`src/rtl/vga_seq_pkg.sv`:
```
// Shared types and helpers for the VGA sequencer FML mux: sequencer state
// encoding, select-width helper and the von_pipe depth limit.
package vga_seq_pkg;

  typedef enum logic [1:0] {
    IDLE   = 2'd0,
    REQ    = 2'd1,
    DRAIN  = 2'd2,
    SWITCH = 2'd3
  } seq_state_e;

  localparam int PIPE_D_MAX = 8;

  function automatic int calc_sel_w(input int n);
    return (n <= 2) ? 1 : $clog2(n);
  endfunction

endpackage

```
`src/rtl/vga_seq_fml_req.sv`:
```
// FML read handshake: latches the active source address, holds the strobe until
// acknowledge and steers a one-cycle ack back to the active source.
module vga_seq_fml_req
  import vga_seq_pkg::*;
#(
  parameter int NUM_SRC = 3,
  parameter int ADR_W   = 17,
  parameter int SEL_W   = 2
) (
  input  logic               clk,
  input  logic               rst_n,
  input  logic               i_enable,
  input  logic               i_start,
  input  logic [ADR_W-1:0]   i_adr,
  input  logic [SEL_W-1:0]   i_sel,
  input  logic               i_fml_ack,
  output logic [ADR_W-1:0]   o_fml_adr,
  output logic               o_fml_stb,
  output logic [NUM_SRC-1:0] o_src_ack,
  output logic               o_busy
);

  seq_state_e         r_state, w_state_nxt;
  logic [ADR_W-1:0]   r_adr, w_adr_nxt;
  logic               r_stb, w_stb_nxt;
  logic [NUM_SRC-1:0] r_ack, w_ack_nxt;
  logic [NUM_SRC-1:0] w_onehot;

  // one-hot decode of the active source index
  always_comb begin
    w_onehot = '0;
    for (int k = 0; k < NUM_SRC; k++) begin
      w_onehot[k] = (i_sel == SEL_W'(k));
    end
  end

  // next-state logic; an ack with the request still pending chains straight into a new REQ
  always_comb begin
    w_state_nxt = r_state;
    w_adr_nxt   = r_adr;
    w_stb_nxt   = r_stb;
    w_ack_nxt   = '0;
    if (i_enable) begin
      case (r_state)
        IDLE: begin
          if (i_start) begin
            w_state_nxt = REQ;
            w_adr_nxt   = i_adr;
            w_stb_nxt   = 1'b1;
          end else begin
            w_stb_nxt   = 1'b0;
          end
        end
        REQ: begin
          if (i_fml_ack) begin
            w_ack_nxt = w_onehot;
            if (i_start) begin
              w_adr_nxt = i_adr;
            end else begin
              w_state_nxt = IDLE;
              w_stb_nxt   = 1'b0;
            end
          end else begin
            w_stb_nxt = 1'b1;
          end
        end
        default: begin
          w_state_nxt = IDLE;
          w_stb_nxt   = 1'b0;
        end
      endcase
    end else begin
      w_state_nxt = r_state;
    end
  end

  // state and registered handshake outputs
  always_ff @(posedge clk or negedge rst_n) begin
    if (!rst_n) begin
      r_state <= IDLE;
      r_adr   <= '0;
      r_stb   <= 1'b0;
      r_ack   <= '0;
    end else begin
      r_state <= w_state_nxt;
      r_adr   <= w_adr_nxt;
      r_stb   <= w_stb_nxt;
      r_ack   <= w_ack_nxt;
    end
  end

  assign o_fml_adr = r_adr;
  assign o_fml_stb = r_stb;
  assign o_src_ack = r_ack;
  assign o_busy    = (r_state == REQ);

endmodule

```
`src/rtl/vga_sequencer_mux_fml.sv`:
```
// Multi-source VGA sequencer output stage: FML read mux, pixel stream mux and
// vsync-deferred mode switching. Optional VGA_SEQ_FETCH_STATS_EN adds fetch stats.
module vga_sequencer_mux_fml
  import vga_seq_pkg::*;
#(
  parameter int NUM_SRC = 3,
  parameter int ADR_W   = 17,
  parameter int PIX_W   = 8,
  parameter int PIPE_D  = 2,
  parameter int SEL_W   = calc_sel_w(NUM_SRC)
) (
  input  logic                       clk,
  input  logic                       rst_n,
  input  logic                       enable,
  input  logic [SEL_W-1:0]           mode_req_i,
  input  logic [NUM_SRC*ADR_W-1:0]   src_adr_i,
  input  logic [NUM_SRC-1:0]         src_stb_i,
  output logic [NUM_SRC-1:0]         src_ack_o,
  input  logic [NUM_SRC*PIX_W-1:0]   src_pix_i,
  input  logic [NUM_SRC-1:0]         src_hsync_i,
  input  logic [NUM_SRC-1:0]         src_von_h_i,
  input  logic                       video_on_h_i,
  input  logic                       video_on_v_i,
  input  logic                       vert_sync_i,
  output logic [ADR_W-1:0]           fml_adr_o,
  output logic                       fml_stb_o,
  input  logic                       fml_ack_i,
  output logic                       hsync_o,
  output logic                       vsync_o,
  output logic                       von_h_o,
  output logic                       von_v_o,
  output logic [PIX_W-1:0]           pix_o,
  output logic [SEL_W-1:0]           mode_o,
`ifdef VGA_SEQ_FETCH_STATS_EN
  output logic [15:0]                fetch_cnt_o,
  output logic                       underrun_o,
`endif
  output logic                       switch_pend_o
);

  localparam logic [SEL_W:0] LP_NSRC = (SEL_W + 1)'(NUM_SRC);

  seq_state_e        r_mstate, w_mstate_nxt;
  logic [SEL_W-1:0]  r_mode, w_mode_nxt;
  logic              r_pend, w_pend_nxt;
  logic              r_vs_d;
  logic [PIPE_D-1:0] r_von_pipe;
  logic              r_hsync, r_vsync, r_von_h, r_von_v;
  logic [PIX_W-1:0]  r_pix;

  logic              w_req_valid, w_vs_rise, w_gate, w_block, w_start, w_busy, w_quiet;
  logic              w_stb_sel, w_von_sel;
  logic [ADR_W-1:0]  w_adr_sel;

  assign w_req_valid = (mode_req_i != r_mode) && ({1'b0, mode_req_i} < LP_NSRC);
  assign w_vs_rise   = vert_sync_i & ~r_vs_d;
  assign w_stb_sel   = src_stb_i[r_mode];
  assign w_von_sel   = src_von_h_i[r_mode];
  assign w_adr_sel   = src_adr_i[r_mode*ADR_W +: ADR_W];
  assign w_gate      = (video_on_h_i | r_von_pipe[PIPE_D-1]) & video_on_v_i;
  // any pending or in-progress switch blocks new fetches
  assign w_block     = w_req_valid | r_pend | (r_mstate != IDLE);
  assign w_start     = w_stb_sel & w_gate & ~w_block;
  assign w_quiet     = (r_mstate == DRAIN) || (r_mstate == SWITCH);

  vga_seq_fml_req #(
    .NUM_SRC (NUM_SRC),
    .ADR_W   (ADR_W),
    .SEL_W   (SEL_W)
  ) u_fml_req (
    .clk       (clk),
    .rst_n     (rst_n),
    .i_enable  (enable),
    .i_start   (w_start),
    .i_adr     (w_adr_sel),
    .i_sel     (r_mode),
    .i_fml_ack (fml_ack_i),
    .o_fml_adr (fml_adr_o),
    .o_fml_stb (fml_stb_o),
    .o_src_ack (src_ack_o),
    .o_busy    (w_busy)
  );

  // mode-switch sequencing: wait out the fetch, then the next vsync rise
  always_comb begin
    w_mstate_nxt = r_mstate;
    w_mode_nxt   = r_mode;
    w_pend_nxt   = r_pend;
    if (enable) begin
      case (r_mstate)
        IDLE: begin
          if (w_req_valid) begin
            w_pend_nxt = 1'b1;
            if (!w_busy) begin
              w_mstate_nxt = DRAIN;
            end else begin
              w_mstate_nxt = IDLE;
            end
          end else begin
            w_pend_nxt = 1'b0;
          end
        end
        DRAIN: begin
          if (!w_req_valid) begin
            w_mstate_nxt = IDLE;
            w_pend_nxt   = 1'b0;
          end else if (w_vs_rise) begin
            w_mstate_nxt = SWITCH;
          end else begin
            w_mstate_nxt = DRAIN;
          end
        end
        SWITCH: begin
          if (w_req_valid) begin
            w_mode_nxt = mode_req_i;
          end else begin
            w_mode_nxt = r_mode;
          end
          w_pend_nxt   = 1'b0;
          w_mstate_nxt = IDLE;
        end
        default: begin
          w_mstate_nxt = IDLE;
          w_pend_nxt   = 1'b0;
        end
      endcase
    end else begin
      w_mstate_nxt = r_mstate;
    end
  end

  // mode state registers and vsync edge delay
  always_ff @(posedge clk or negedge rst_n) begin
    if (!rst_n) begin
      r_mstate <= IDLE;
      r_mode   <= '0;
      r_pend   <= 1'b0;
      r_vs_d   <= 1'b0;
    end else if (enable) begin
      r_mstate <= w_mstate_nxt;
      r_mode   <= w_mode_nxt;
      r_pend   <= w_pend_nxt;
      r_vs_d   <= vert_sync_i;
    end
  end

  // video_on_h delay pipe, flushed on a mode switch so the new source starts clean
  generate
    if (PIPE_D == 1) begin : g_pipe1
      always_ff @(posedge clk or negedge rst_n) begin
        if (!rst_n) begin
          r_von_pipe <= '0;
        end else if (enable) begin
          r_von_pipe <= (r_mstate == SWITCH) ? 1'b0 : w_von_sel;
        end
      end
    end else begin : g_pipen
      always_ff @(posedge clk or negedge rst_n) begin
        if (!rst_n) begin
          r_von_pipe <= '0;
        end else if (enable) begin
          if (r_mstate == SWITCH) begin
            r_von_pipe <= '0;
          end else begin
            r_von_pipe <= {r_von_pipe[PIPE_D-2:0], w_von_sel};
          end
        end
      end
    end
  endgenerate

  // registered stream toward the DAC stage
  always_ff @(posedge clk or negedge rst_n) begin
    if (!rst_n) begin
      r_hsync <= 1'b0;
      r_vsync <= 1'b0;
      r_von_h <= 1'b0;
      r_von_v <= 1'b0;
      r_pix   <= '0;
    end else if (enable) begin
      r_hsync <= src_hsync_i[r_mode];
      r_vsync <= vert_sync_i;
      r_von_v <= video_on_v_i;
      r_von_h <= w_quiet ? 1'b0 : w_von_sel;
      r_pix   <= w_quiet ? '0 : src_pix_i[r_mode*PIX_W +: PIX_W];
    end
  end

  assign hsync_o       = r_hsync;
  assign vsync_o       = r_vsync;
  assign von_h_o       = r_von_h;
  assign von_v_o       = r_von_v;
  assign pix_o         = r_pix;
  assign mode_o        = r_mode;
  assign switch_pend_o = r_pend;

`ifdef VGA_SEQ_FETCH_STATS_EN
  logic        w_ack_fire;
  logic [15:0] r_cnt, r_fetch_cnt;
  logic [4:0]  r_wait;
  logic        r_underrun;

  assign w_ack_fire = w_busy & fml_ack_i;

  // per-frame ack count and stalled-fetch detector, both rolled over at vsync rise
  always_ff @(posedge clk or negedge rst_n) begin
    if (!rst_n) begin
      r_cnt       <= '0;
      r_fetch_cnt <= '0;
      r_wait      <= '0;
      r_underrun  <= 1'b0;
    end else if (enable) begin
      if (w_vs_rise) begin
        r_fetch_cnt <= r_cnt + (w_ack_fire ? 16'd1 : 16'd0);
        r_cnt       <= '0;
        r_wait      <= '0;
        r_underrun  <= 1'b0;
      end else begin
        if (w_ack_fire) begin
          r_cnt <= r_cnt + 16'd1;
        end
        if (w_busy && w_gate && w_stb_sel && !w_ack_fire) begin
          if (r_wait != 5'd31) begin
            r_wait <= r_wait + 5'd1;
          end
          if (r_wait >= 5'd16) begin
            r_underrun <= 1'b1;
          end
        end else begin
          r_wait <= '0;
        end
      end
    end
  end

  assign fetch_cnt_o = r_fetch_cnt;
  assign underrun_o  = r_underrun;
`endif

endmodule
```
`config.mk`:
```
export PLATFORM = sky130hd
export DESIGN_NAME = vga_sequencer_mux_fml
export DESIGN_NICKNAME = d
export VERILOG_FILES = /design/src/rtl/vga_seq_pkg.sv /design/src/rtl/vga_seq_fml_req.sv /design/src/rtl/vga_sequencer_mux_fml.sv
export SDC_FILE = /design/constraint.sdc
export NUM_CORES = 1
export LEC_CHECK = 0
export ABC_AREA = 1
export CORE_ASPECT_RATIO = 0.7
export CORE_MARGIN = 8
export CORE_UTILIZATION = 29
export CTS_BUF_LIST = sky130_fd_sc_hd__clkbuf_16
export DETAILED_ROUTE_END_ITERATION = 10
export PLACE_DENSITY = 0.63
export SLEW_MARGIN = 0
export SYNTH_ARGS = -nofsm -noshare
export SYNTH_HDL_FRONTEND = slang
export SYNTH_SLANG_ARGS = --single-unit
```
`constraint.sdc`:
```
create_clock -name clk -period 2.83 [get_ports clk]
set_input_delay 0.283 -clock clk [delete_from_list [all_inputs] [get_ports clk]]
set_output_delay 0.283 -clock clk [all_outputs]
set_load 0.05 [all_outputs]
```
==> run_results.csv, run 1 <==
group,metric,value,unit
job,max_cap_viol_count,0,
cts,clockBufferDepth,2,
place,gp_congestion,0.761,
route,wl,7750,microns
logic_synthesis,ys_seq_elements,41,
logic_synthesis,synthAdderAreaFrac,0,%
die,ios,129,
setup_path,startpoint_type,"flop",
die,die_w,122,microns
timing,rsz0062_at_grt,"no",
cts,postCtsSetupBuffers,0,
die,start_util,29.5,%
setup_path,cp-endpoint,"u_fml_req.o_fml_adr[15]",
timing,post-route-period-util,76.0,%
route,viasPerCell,4.65,
logic_synthesis,yosysWarnings,0,
setup_path,crit_fanout,29,
finish,layout.nets,511,
route,wl_per_cell,14.9,microns
logic_synthesis,synth_area,2290,sq um
timing,worst_slack,0.679,ns
cts,cts_tree,"yes",
logic_synthesis,yosys.area.top_type,"dfrtp_1",
setup_path,path_class,"reg2reg",
place,hpwl,6040,microns
logic_synthesis,synthCells,295,
timing,fin_hold_ws,0.147,ns
global_routing,antenna_found_initial,0,
timing,skew,0.00262,ns
global_routing,grt_usage,14.0,%
logic_synthesis,synth_top_area_share,44.8,%
logic_synthesis,ys_types,27,
logic_synthesis,ys_top_cells_by_area,"dfrtp_1 45%, nand2_1 15%, nand3_1 10%, a21oi_1 4.4%, a22o_1 3.4%",
logic_synthesis,syn_area_per_cell,7.77,sq um
setup_path,critPathRequiredTime,2.98,ns
logic_synthesis,synthXorXnorAreaFrac,0,%
timing,setup_viol,0,
cts,htreeDepth,2,
timing,tightestPinTransition,0.928,ns
die,die_h,90.4,microns
setup_path,rr_endpoint,"u_fml_req.o_fml_adr[15]",
logic_synthesis,synth_top_family_by_area,"simple AND/OR/NAND/NOR gates",
global_routing,grt_max_degree,42,
status,status,"finished, final reports clean",
cts,numClockSinks,41,
cts,cts_inserted_buffers,5,
die,fp.coreArea,7770,sq um
min_path,hold_class,"in2async",
power_and_ir_drop,ir_worst_vdd,0.000325,V
timing,finalSetupTns,0,ns
power_and_ir_drop,p_leak,1.71,nW
global_routing,grt_overflow,0,
route,via_count,2412,
setup_path,reg2regPathDepth,8,
finish,drive_gt1_share,8.37,%
die,die_area,11100,sq um
timing,period_needed,2.15,ns
logic_synthesis,ys_seq_area_share,44.8,%
cts,clk_pin_slew,0.06,ns
setup_path,r2r_start,"mode_o[1]",
logic_synthesis,synth-simple-area-share,33.6,%
logic_synthesis,synth_compound_area_share,12.9,%
timing,maxSlewViolCount,0,
cts,cts_resized,0,
route,drc_errors,0,
route,initialDrtViolationCount,81,
route,drt.antenna.violating_nets,0,
setup_path,end_kind,"flop",
finish,area_growth,63.9,%
setup_path,regToRegSetupSlack,0.68,ns
cts,cts_root_buf,"clkbuf_16",
logic_synthesis,synth.mux.area_fraction,0,%
timing,slew_headroom,38.1,%
logic_synthesis,synth_nets,388,
die,fp-row-count,27,
timing,hold_viol,0,
global_routing,grt_first_pass_wirelength,12500,microns
route,first_pass_iters,4,
setup_path,arrival,2.30,ns
place,port_buffers,128,
power_and_ir_drop,power.density,670,nW/um^2
place,preCtsSetupSlack,0.673,ns
cts,holdBufCountCts,0,
global_routing,grt_pass1_vias,2506,
finish,antenna_cells,0,
cts,clkLatencyLatePin,0.27,ns
setup_path,critPathLaunch,"mode_o[1]",
timing,max_freq,0.465,GHz
==> metrics by stage <==
| step | std cells | utilization (%) | area, sq um | power, W |
|---|---|---|---|---|
| final | 519 | 48.4 | 3760 | 0.00252 |
| after global routing | 519 | 48.4 | 3760 | 0.00267 |
| after CTS | 519 | 48.4 | 3760 | 0.00256 |
| after detailed placement | 512 | 46.7 | 3620 | 0.00202 |
| after global placement | 512 | 46.7 | 3620 | 0.00201 |
| after floorplan | 295 | - | 2290 | 0.00154 |
==> layout by cell type (no fill, tap or decap), types with 8 or more instances in the layout <==
master / n
clkdlybuf4s50_1: 126
nand2_1: 89
nand2_2: 11
nor2_1: 8
buf_4: 8
a21oi_1: 20
nand3_1: 47
a22o_1: 9
inv_1: 18
dfrtp_1: 41
o21ai_1: 10
==> kinds of logic (layout without fill, tap and decap cells) <==
group | after synthesis | count (layout)
buf+inv | 40 | 163
simple gates | 165 | 165
flops | 41 | 41
compound gates | 49 | 49
==> metal layers <==
metal	wire, microns	global-route usage [%]
met4	49	3.03
met2	3370	21.8
met5	0	0
met3	762	6.43
met1	3560	17.3
==> where the power goes <==
part | internal (W) | leakage [nW] | switching (W)
clock | 0.000315 | 0.0685 | 0.000204
sequential | 0.000717 | 0.512 | 0.0000881
combinational | 0.000454 | 1.12 | 0.000741
total | 0.00149 | 1.71 | 0.00103
==> critical path, cell delays in order, from the launching register on <==
cell and delay (ns):
dfrtp_1 0.53, inv_4 0.35, nand2_1 0.14, nand3_2 0.11, nand3_2 0.09, nor2_4 0.17, nand2_2 0.37, nand2_1 0.19
o21ai_2 0.06
==> flip-flops by register name, summed over array words and instances (netlist names), 2 cells and up <==
| signal | count |
|---|---|
| pix_o | 8 |
| u_fml_req.o_src_ack | 3 |
| mode_o | 2 |
| r_von_pipe | 2 |
| u_fml_req.o_fml_adr | 17 |
| r_mstate | 2 |
==> synth_stat cells (all sizes together) <==
| master | number |
|---|---|
| nand2 | 100 |
| nand3 | 51 |
| dfrtp | 41 |
| a21oi | 20 |
| inv | 19 |
| o21ai | 17 |
| clkbuf | 12 |
| nor2 | 10 |
| a22o | 9 |
| buf | 7 |
| clkinv | 2 |
| nand4 | 2 |
| nor3 | 2 |
| a41oi | 1 |
| o2111ai | 1 |
| o22ai | 1 |
==> layout make-up <==
class,instances,area (sq um)
multi-input combinational,214,1060
tap,101,126
fill,772,4010
timing repair buffer,135,1330
inverter,21,81.3
clock buffer,5,125
clock inverter,2,7.51
sequential,41,1030
==> how the worst min path moves through the flow <==
stage	start	endpoint	slack (ns)
after CTS	rst_n	u_fml_req.o_src_ack[0]	0.18
after global routing	rst_n	switch_pend_o	0.22
final	rst_n	switch_pend_o	0.15
after detailed placement	u_fml_req.o_fml_adr[15]	u_fml_req.o_fml_adr[15]	0.47
after floorplan	rst_n	hsync_o	-0.01
after global placement	rst_n	u_fml_req.o_fml_stb	0.47
Power figures use the tool's default switching activity.
==> run 2: changes to the inputs <==
Settings changed: PLACE_DENSITY 0.63 to 0.66.
Clock period 2.83 ns to 1.8 ns, I/O delays scaled along.
==> run 2 against run 1 <==
Effect of this change:
- sequential power is 58% higher
- core utilization is 1.9 points higher
- critical path depth is 7 lower
==> run_results.csv, run 2 (synthesized netlist as in run 1, its figures left out) <==
group,metric,value,unit
global_routing,grt_max_degree,30,
route,wl,7920,microns
timing,rsz0062_at_grt,"no",
finish,mostFrequentLayoutCells,"122 x clkdlybuf4s50_1, 89 x nand2_1, 47 x nand3_1",
power_and_ir_drop,power_switching,0.00165,W
route,top_layer,"met4",
finish,largest_reg_flops,17,
cts,postCtsSetupBuffers,0,
global_routing,antenna_found_initial,0,
setup_path,crit_fanout,3,
timing,slew_headroom,62.8,%
timing,hold_viol,0,
timing,tightestPinTransition,0.557,ns
die,fp.coreArea,7770,sq um
cts,numClockSinks,41,
cts,cts_tree,"yes",
timing,finalSetupTns,0,ns
die,die_h,90.4,microns
finish,drive_gt1_share,12.1,%
finish,area_growth,70.3,%
cts,clockBufferDepth,2,
route,initialDrtViolationCount,111,
global_routing,grt_overflow,0,
status,status,"finished, final reports clean",
route,wl_met1,3590,microns
route,drt.antenna.violating_nets,0,
die,fp-row-count,27,
setup_path,rr_endpoint,"u_fml_req.o_fml_adr[15]",
route,wl_met2,3380,microns
setup_path,end_kind,"output pin",
setup_path,cpMaxStageDelayCell,"clkdlybuf4s50_1",
cts,clkLatencyLatePin,0.28,ns
setup_path,arrival,1.51,ns
timing,skew,0.00555,ns
setup_path,r2r_start,"mode_o[1]",
power_and_ir_drop,power_frac_clock,23.4,%
place,preCtsSetupSlack,0.140,ns
power_and_ir_drop,p_leak,1.79,nW
route,wl_per_cell,14.9,microns
cts,cts_inserted_buffers,5,
setup_path,regToRegSetupSlack,0.18,ns
setup_path,cp_top_family,"buffers and inverters",
finish,mostFrequentLayoutCell,"clkdlybuf4s50_1",
place,gp_congestion,0.799,
timing,post-route-period-util,94.0,%
die,die_w,122,microns
setup_path,critical_path.max_stage_delay,0.84,ns
power_and_ir_drop,p_sw_share,39.7,%
die,ios,129,
cts,cts_root_buf,"clkbuf_16",
route,drc_errors,0,
place,hpwl,6420,microns
timing,setup_viol,0,
setup_path,crit_buf_inv,1,
min_path,hold_class,"in2async",
power_and_ir_drop,ir_worst_vdd,0.000461,V
finish,layout.nets,522,
power_and_ir_drop,p_int,0.00251,W
power_and_ir_drop,pwr-share-comb,45.9,%
global_routing,grt_usage,14.6,%
timing,period_needed,1.69,ns
finish,antenna_cells,0,
setup_path,crit_chain,"clkdlybuf4s50_1",
route,first_pass_iters,4,
timing,max_freq,0.591,GHz
cts,htreeDepth,2,
setup_path,reg2regPathDepth,9,
place,port_buffers,128,
timing,worst_slack,0.109,ns
route,dr_wl_met3,873,microns
setup_path,critPathRequiredTime,1.62,ns
setup_path,path_class,"reg2out",
job,max_cap_viol_count,0,
cts,clk_pin_slew,0.06,ns
timing,maxSlewViolCount,0,
die,die_area,11100,sq um
finish,fillers,753,
global_routing,grt_first_pass_wirelength,13000,microns
global_routing,grt_pass1_vias,2625,
setup_path,startpoint_type,"flop",
power_and_ir_drop,power.density,1060,nW/um^2
die,start_util,29.5,%
route,viasPerCell,4.64,
power_and_ir_drop,p_seq_share,30.7,%
route,via_count,2462,
-- run 2: power by group through the flow --
stage               Combinational (W)  Sequential (W)  Clock (W)
global placement              0.00191         0.00128          0
floorplan                    0.000485         0.00194          0
detailed placement            0.00193         0.00129          0
finish                        0.00191         0.00127   0.000973
global route                  0.00205         0.00131    0.00107
CTS                           0.00193         0.00128    0.00101
-- run 2: per-layer routing --
layer | track usage (%) | vias to the layer above
met5 | 0 | -
met4 | 3.94 | 0
met3 | 6.00 | 8
met2 | 22.6 | 110
met1 | 18.3 | 1103
li1 | - | 1241
-- run 2: worst max path at each step --
stage | start | end | slack [ns] | cells after the start
CTS | switch_pend_o | switch_pend_o | 0.1 | 1
detailed placement | video_on_v_i | u_fml_req.o_fml_adr[15] | 0.14 | 9
floorplan | mode_o[1] | u_fml_req.o_fml_adr[10] | 0.05 | 12
global placement | video_on_v_i | u_fml_req.o_fml_adr[15] | 0.15 | 9
finish | switch_pend_o | switch_pend_o | 0.11 | 1
global route | switch_pend_o | switch_pend_o | 0.06 | 1
-- run 2: per-stage QoR --
| stage | area (sq um) | std cells | total power [W] | utilization (%) | hold WS [ns] |
|---|---|---|---|---|---|
| 2_1_floorplan | 2290 | 295 | 0.00242 | - | -0.116 |
| 3_3_place_gp | 3730 | 522 | 0.00319 | 48.0 | 0.144 |
| 3_5_place_dp | 3730 | 522 | 0.00321 | 48.0 | 0.150 |
| 4_1_cts | 3900 | 531 | 0.00422 | 50.2 | 0.387 |
| 5_1_grt | 3900 | 531 | 0.00442 | 50.2 | 0.425 |
| 6_report | 3900 | 531 | 0.00415 | 50.2 | 0.374 |
-- run 2: layout make-up --
type                            instances  area, sq um  area share [%]
Timing Repair Buffer                  146         1440            36.9
Sequential cell                        41         1030            26.4
Clock buffer                            5          125            3.21
Multi-Input combinational cell        214         1060            27.3
Inverter                               21         81.3            2.08
Clock inverter                          3         37.5           0.962
Tap cell                              101          126            3.24
-- run 2: what timing repair did --
action,CTS,global route
resized for setup,0,0
hold buffers,1,0
endpoints found under the hold margin,17,0
